**config.mk**
```make
export PLATFORM = sky130hd
export DESIGN_NAME = vga_syncgen
export DESIGN_NICKNAME = d
export VERILOG_FILES = /design/src/rtl/syncgen_pkg.sv /design/src/rtl/syncgen_axis.sv /design/src/rtl/vga_syncgen.sv
export SDC_FILE = /design/constraint.sdc
export NUM_CORES = 1
export LEC_CHECK = 0
export CELL_PAD_IN_SITES_DETAIL_PLACEMENT = 0
export CELL_PAD_IN_SITES_GLOBAL_PLACEMENT = 1
export CORE_MARGIN = 3
export CORE_UTILIZATION = 30
export CTS_BUF_LIST = sky130_fd_sc_hd__clkbuf_8
export CTS_CLUSTER_DIAMETER = 30
export DETAILED_ROUTE_END_ITERATION = 16
export GPL_TIMING_DRIVEN = 0
export MAX_ROUTING_LAYER = met4
export PLACE_DENSITY = 0.65
export SLEW_MARGIN = 20
export SYNTH_ARGS = -nofsm -noshare
export SYNTH_HDL_FRONTEND = slang
export SYNTH_HIERARCHICAL = 1
export SYNTH_SLANG_ARGS = --single-unit
export TNS_END_PERCENT = 10
```
**constraint.sdc**
```tcl
create_clock -name PCK -period 2.25 [get_ports PCK]
set_input_delay 0.45 -clock PCK [delete_from_list [all_inputs] [get_ports PCK]]
set_output_delay 0.45 -clock PCK [all_outputs]
set_load 0.01 [all_outputs]
```
**src/rtl/syncgen_pkg.sv**
```systemverilog
// Shared timing defaults and counter width for the VGA sync generator.
// Defaults describe 640x480@60 on a 25 MHz pixel clock.
package syncgen_pkg;

  localparam int CNTW = 10;

  localparam int DEF_HDISP  = 640;
  localparam int DEF_HFRONT = 16;
  localparam int DEF_HWIDTH = 96;
  localparam int DEF_HBACK  = 48;

  localparam int DEF_VDISP  = 480;
  localparam int DEF_VFRONT = 10;
  localparam int DEF_VWIDTH = 2;
  localparam int DEF_VBACK  = 33;

  function automatic int axis_period(input int disp, input int front,
                                     input int width, input int back);
    return disp + front + width + back;
  endfunction

  localparam int DEF_HPERIOD = axis_period(DEF_HDISP, DEF_HFRONT, DEF_HWIDTH, DEF_HBACK);
  localparam int DEF_VPERIOD = axis_period(DEF_VDISP, DEF_VFRONT, DEF_VWIDTH, DEF_VBACK);

endpackage

```
**src/rtl/syncgen_axis.sv**
```systemverilog
// One timing axis: wrapping counter with enable, terminal-count flag and a
// registered active-low sync decode of the current count.
module syncgen_axis
  import syncgen_pkg::*;
#(
  parameter int PERIOD     = 800,
  parameter int SYNC_START = 656,
  parameter int SYNC_WIDTH = 96
) (
  input  logic            clk,
  input  logic            rst,
  input  logic            en,
  output logic [CNTW-1:0] cnt,
  output logic            tc,
  output logic            sync_n
);

  localparam logic [CNTW-1:0] LAST    = CNTW'(PERIOD - 1);
  localparam logic [CNTW-1:0] SYNC_LO = CNTW'(SYNC_START);
  localparam logic [CNTW-1:0] SYNC_HI = CNTW'(SYNC_START + SYNC_WIDTH - 1);

  logic [CNTW-1:0] cnt_q, cnt_d;
  logic            sync_n_q, sync_n_d;

  always_comb begin
    tc    = (cnt_q == LAST);
    cnt_d = cnt_q;
    if (en) begin
      cnt_d = tc ? '0 : cnt_q + CNTW'(1);
    end
    // Decoded every cycle, so the pulse trails the count by exactly one clock.
    sync_n_d = !((cnt_q >= SYNC_LO) && (cnt_q <= SYNC_HI));
  end

  always_ff @(posedge clk) begin
    if (rst) begin
      cnt_q    <= '0;
      sync_n_q <= 1'b1;
    end else begin
      cnt_q    <= cnt_d;
      sync_n_q <= sync_n_d;
    end
  end

  assign cnt    = cnt_q;
  assign sync_n = sync_n_q;

endmodule

```
**src/rtl/vga_syncgen.sv**
```systemverilog
// VGA timing generator: free-running H/V counters, registered HSYNC/VSYNC/DE.
// Defining SYNCGEN_FRAMECNT_EN adds FRAMECNT and FRAME_TICK.
module vga_syncgen
  import syncgen_pkg::*;
#(
  parameter int HDISP  = DEF_HDISP,
  parameter int HFRONT = DEF_HFRONT,
  parameter int HWIDTH = DEF_HWIDTH,
  parameter int HBACK  = DEF_HBACK,
  parameter int VDISP  = DEF_VDISP,
  parameter int VFRONT = DEF_VFRONT,
  parameter int VWIDTH = DEF_VWIDTH,
  parameter int VBACK  = DEF_VBACK
) (
  input  logic            PCK,
  input  logic            RST,
  input  logic            LOCKED,
  output logic [CNTW-1:0] HCNT,
  output logic [CNTW-1:0] VCNT,
  output logic            HSYNC,
  output logic            VSYNC,
  output logic            DE
`ifdef SYNCGEN_FRAMECNT_EN
  ,
  output logic [7:0]      FRAMECNT,
  output logic            FRAME_TICK
`endif
);

  // Both periods must fit the 10-bit counters (<= 1024).
  localparam int HPERIOD = axis_period(HDISP, HFRONT, HWIDTH, HBACK);
  localparam int VPERIOD = axis_period(VDISP, VFRONT, VWIDTH, VBACK);

  localparam logic [CNTW-1:0] HDISP_C = CNTW'(HDISP);
  localparam logic [CNTW-1:0] VDISP_C = CNTW'(VDISP);

  logic            rst_int;
  logic [CNTW-1:0] h_cnt, v_cnt;
  logic            h_tc, v_tc;
  logic            h_sync_n, v_sync_n;
  logic            de_q, de_d;

  assign rst_int = RST | ~LOCKED;

  syncgen_axis #(
    .PERIOD     (HPERIOD),
    .SYNC_START (HDISP + HFRONT),
    .SYNC_WIDTH (HWIDTH)
  ) u_h_axis (
    .clk    (PCK),
    .rst    (rst_int),
    .en     (1'b1),
    .cnt    (h_cnt),
    .tc     (h_tc),
    .sync_n (h_sync_n)
  );

  syncgen_axis #(
    .PERIOD     (VPERIOD),
    .SYNC_START (VDISP + VFRONT),
    .SYNC_WIDTH (VWIDTH)
  ) u_v_axis (
    .clk    (PCK),
    .rst    (rst_int),
    .en     (h_tc),
    .cnt    (v_cnt),
    .tc     (v_tc),
    .sync_n (v_sync_n)
  );

  always_comb begin
    de_d = (h_cnt < HDISP_C) && (v_cnt < VDISP_C);
  end

  always_ff @(posedge PCK) begin
    if (rst_int) begin
      de_q <= 1'b0;
    end else begin
      de_q <= de_d;
    end
  end

  assign HCNT  = h_cnt;
  assign VCNT  = v_cnt;
  assign HSYNC = h_sync_n;
  assign VSYNC = v_sync_n;
  assign DE    = de_q;

`ifdef SYNCGEN_FRAMECNT_EN
  logic [7:0] framecnt_q, framecnt_d;
  logic       frame_tick_q, frame_tick_d;

  always_comb begin
    framecnt_d = framecnt_q;
    if (h_tc && v_tc) begin
      framecnt_d = framecnt_q + 8'd1;
    end
    // Lines up with the first DE cycle of the frame.
    frame_tick_d = (h_cnt == '0) && (v_cnt == '0);
  end

  always_ff @(posedge PCK) begin
    if (rst_int) begin
      framecnt_q   <= '0;
      frame_tick_q <= 1'b0;
    end else begin
      framecnt_q   <= framecnt_d;
      frame_tick_q <= frame_tick_d;
    end
  end

  assign FRAMECNT   = framecnt_q;
  assign FRAME_TICK = frame_tick_q;
`else
  logic unused_v_tc;
  assign unused_v_tc = v_tc;
`endif

endmodule

```
# Yosys cells after proc, flatten, opt, wreduce, memory -nomap -nowiden
# Cells that the tools add are included.
[totals] reg_bits=23 input_bits=3 out_inout_bits=23 elab_cells=24
[op_classes] n_addsub=2 n_lt_le_gt_ge=6 eq_ne=2 mux=1 bitwise_logic=2 reduce_logical=6
[op_table] cell="10-bit by 1-bit adder with 10-bit output, second input constant" n=2
[op_table] cell="10-bit equality test, second input constant" n=2
[op_table] cell="10-bit greater-or-equal comparator, second input constant" n=1
[op_table] cell="10-bit by 9-bit greater-or-equal comparator with 1-bit output, second input constant" n=1
[op_table] cell="10-bit less-or-equal comparator, second input constant" n=1
[op_table] cell="10-bit by 9-bit less-or-equal comparator with 1-bit output, second input constant" n=1
[op_table] cell="10-bit < comparator, second input constant" n=1
[op_table] cell="10-bit by 9-bit < comparator with 1-bit output, second input constant" n=1
[op_table] cell="10-bit 2-to-1 mux" n=1
[op_table] cell="1-bit logical AND" n=3
[op_table] cell="1-bit zero test" n=2
[op_table] cell="2-bit OR reduction" n=1
[op_table] cell="1-bit NOT" n=1
[op_table] cell="1-bit OR" n=1

# Logic depth before layout (Yosys ltp)
[depth] ltp_word=3 depth_mapped=7 mapped_depth_nobuf=6

# Hierarchy
# Netlist, hierarchy kept.
[modules_own_cells] module="syncgen_axis at u_h_axis" instances=1 cells_per_inst=62 area_per_inst_um2=568.0 seq_area_each_um2=220.2
[modules_own_cells] module="syncgen_axis at u_v_axis" instances=1 cells_per_inst=63 area_per_inst_um2=546.8 seq_area_each_um2=220.2
[modules_own_cells] module="vga_syncgen" instances=1 cells_per_inst=6 area_per_inst_um2=73.8 seq_area_each_um2=20.0

# Worst setup path before layout
# Ideal clock, no wire load.
[synth_timing] path_kind="flip-flop to flip-flop" from="register u_h_axis.cnt_q[5], in the netlist u_h_axis/cnt[5]" to="register u_v_axis.cnt_q[9], in the netlist u_v_axis/cnt[9]" setup_time_ns=0.071 arrival_time_ns=2.137 required_time_ns=2.179 setup_slack_ns=0.042 stages_incl_launch_ff=7 n_path_buf=1 period_less_slack_ns=2.208 cell_sequence="dfxtp_1 or4b_4 nor4_1 buf_2 nand3_1 or4_1 a21oi_1"
[synth_between] elab_chain_cells=1
[synth_rtl] element="start, declared" line_no="syncgen_axis.sv:22" rtl="logic [CNTW-1:0] cnt_q, cnt_d;"
[synth_rtl] element="start signal, assigned" line_no="syncgen_axis.sv:40" rtl="cnt_q <= cnt_d;"
[synth_rtl] element="10-bit equality test" line_no="syncgen_axis.sv:26" rtl="tc = (cnt_q == LAST);"
[synth_rtl] element="net h_tc" line_no="vga_syncgen.sv:39" rtl="logic h_tc, v_tc;"
[synth_rtl] element="end signal, assigned" line_no="syncgen_axis.sv:40"
[synth_rtl] element="end, declared" line_no="syncgen_axis.sv:22"
# The timed path passes the listed nets, and every way through them passes these cells.
# A chain may end at the register's enable or synchronous reset.

# Final worst setup path
# Ends and elaborated chain as after synthesis.

==> summary.txt <==
Worst setup path
  – WP data arrival: 2.30 ns
  – Reg-to-reg slack, setup: 0.14 ns
  – Crit-path max FO: 9
  – CP Class: reg -> reg
  – R2R depth: 6
  – Reg2reg end: u_v_axis/cnt[9]$_SDFFE_PP0P_
  – Critical Path Start Type: flop
  – Crit path launch: u_h_axis/cnt[5]$_SDFFE_PP0P_
  – Crit end category: flop
  – CP required: around 2.5 ns
  – Critical Path Sink: u_v_axis/cnt[9]$_SDFFE_PP0P_
  – R2R Path Start: u_h_axis/cnt[5]$_SDFFE_PP0P_

Timing
  – Final clock skew: about 0.0038 ns
  – Slew Viols, Final: 0
  – Slew HR: 66.4%
  – Final worst setup slack: between 0.1 and 0.15 ns
  – Final Hold Fails: 0
  – Clock period minus worst slack: between 2 and 2.5 ns
  – # setup viols final: 0
  – Slew @ Worst Pin: 0.503 ns
  – Period utilization: roughly 94%
  – Setup TNS: 0 ns
  – Peak Freq: 0.475 GHz
  – RSZ-0062 raised after global routing: false

Detailed routing
  – Drt initial violations: 45
  – Remaining DRCs: 0
  – Vias/cell: around 5.2
  – Post-DRT Antenna Nets: 0
  – Vias: about 1100
  – Pre-antenna DRT Iters: 4
  – Final Routed Wirelength: between 2000 and 3000 µm
  – Routed len/inst: ~14 µm

Placement
  – HPWL after detailed placement: 1930 µm
  – Placed insts: 203
  – Port Buf Inserts: 25
  – Gpl congestion: a little under 0.8
  – Worst slack, placed: -0.231 ns

Synth
  – YS warnings: 6
  – Avg Cell Area, Syn: 9.10 µm²
  – Netlist Area Pre-Place: 1180 µm²
  – Synthesized instance count: 130
  – Syn Nets: 138

Run
  – Max cap viols: 0

Finish
  – Final Util: 42.4%
  – Area of the multi-input gates: 702 µm²
  – Syn-to-layout area delta: 34.4%
  – Most common cell after layout, fill and taps aside: clkdlybuf4s50_1
  – Commonest non-fill, non-tap cells in the layout: clkdlybuf4s50_1 (25), dfxtp_1 (20), inv_1 (9), nor2_1 (9)
  – Non-filler cells, final: 209
  – Nets: 170
  – Layout cells sized above 1: between 10 and 15%
  – FILL cells: between 400 and 500
  – Ant. Diodes: 0
  – Reg area: 467 µm²

Clock network
  – Clock Latency Late Sink: 0.26 ns
  – Clock Path Buffers: 2
  – CTS Root Cell: clkbuf_8
  – TritonCTS clock tree: yes
  – Reg clk slew, reported paths: approximately 0.090 ns
  – CTS HTree Levels: 1
  – Clk sink count: 23
  – Num CTS Buffers: 3
  – CTS Hold Bufs: 0

Floorplanning
  – Rows: 22
  – Vert. Die Dim: 68.8 µm
  – IO Pins: 26
  – Full die area: ~4700 µm²
  – Initial Util: 31.6%
  – Die W: 68.8 µm
  – Core area: 3740 µm²

Global routing
  – Initial antenna violation count: 0
  – Remaining Overflow, GRT: 0
  – GRT Total Usage: 12.5%
  – Largest net degree at the start of global routing: 13
  – First-pass GRT wire length: 4440 µm
  – Number of global-route vias before repair: 952

Pwr
  – Leakage: 0.527 nW
  – Maximum VDD drop: 0.236 mV
  – Power density over the cells: 439 nW/µm²
  – Overall Power: 0.697 mW

Outcome
  – Outcome: finished clean

Hold path
  – Worst hold path class: reg -> reg
-- where the power goes --
part	switching [mW]	total [mW]	internal (mW)
Sequential	0.00227	0.410	0.408
Combinational	0.0151	0.0296	0.0146
Clock	0.136	0.258	0.122
Total	0.153	0.697	0.544
-- final cells by class --
type                    instances  share of cell area [%]
clock buffers                   3                    2.60
clock inverters                 1                   0.236
flip-flops and latches         23                    29.4
inverters                       8                    1.89
repair buffers                 27                    16.7
well taps                      48                    3.78
plain buffers                   4                    1.26
multi-input cells              95                    44.2
-- worst max-delay path, stage by stage, from the launching register on --
cell,delay [ns]
dfxtp_4,0.38
or4b_4,0.57
nor4_4,0.16
buf_4,0.18
nand3_4,0.09
or4_1,0.52
a21oi_1,0.14
-- metrics by stage --
stage                     hold WS, ns  area [µm²]
final                           0.528        1590
after global routing            0.559        1590
after CTS                       0.520        1560
after detailed placement        0.544        1490
after global placement          0.530        1490
after floorplan                 0.534        1180
-- worst min path at each step --
stage                                 startpoint                      endpoint  slack, ns  depth (start not counted)
floorplan           u_h_axis/cnt[9]$_SDFFE_PP0P_  u_h_axis/cnt[9]$_SDFFE_PP0P_       0.53                          2
global placement    u_v_axis/cnt[7]$_SDFFE_PP0P_  u_v_axis/cnt[7]$_SDFFE_PP0P_       0.53                          2
detailed placement  u_v_axis/cnt[8]$_SDFFE_PP0P_  u_v_axis/cnt[8]$_SDFFE_PP0P_       0.54                          2
CTS                 u_h_axis/cnt[9]$_SDFFE_PP0P_  u_h_axis/cnt[9]$_SDFFE_PP0P_       0.52                          2
global route        u_h_axis/cnt[6]$_SDFFE_PP0P_  u_h_axis/cnt[6]$_SDFFE_PP0P_       0.56                          2
finish              u_h_axis/cnt[6]$_SDFFE_PP0P_  u_h_axis/cnt[6]$_SDFFE_PP0P_       0.53                          2
-- sequential cells by signal, indices dropped and copies added, names as in the netlist --
| signal | cells |
|---|---|
| DE | 1 |
| u_h_axis/sync_n | 1 |
| u_v_axis/sync_n | 1 |
| u_h_axis/cnt | 10 |
| u_v_axis/cnt | 10 |
-- layer usage --
metal  track usage [%]  wire (µm)  share of wire (%)  up-vias
li1                  -          -                  -      550
met1              16.7       1370                 48      518
met2              19.2       1390                 48       14
met3              2.11         91                3.2        2
met4              4.14         26               0.91        0
met5                 -          0                  0        -
-- timing repair --
item	CTS	global route
resized for setup	5	5
buffers inserted	1	1
pin swaps	0	3
endpoints found under the setup margin	10	10
No activity file was read; power rests on OpenSTA's default activity.
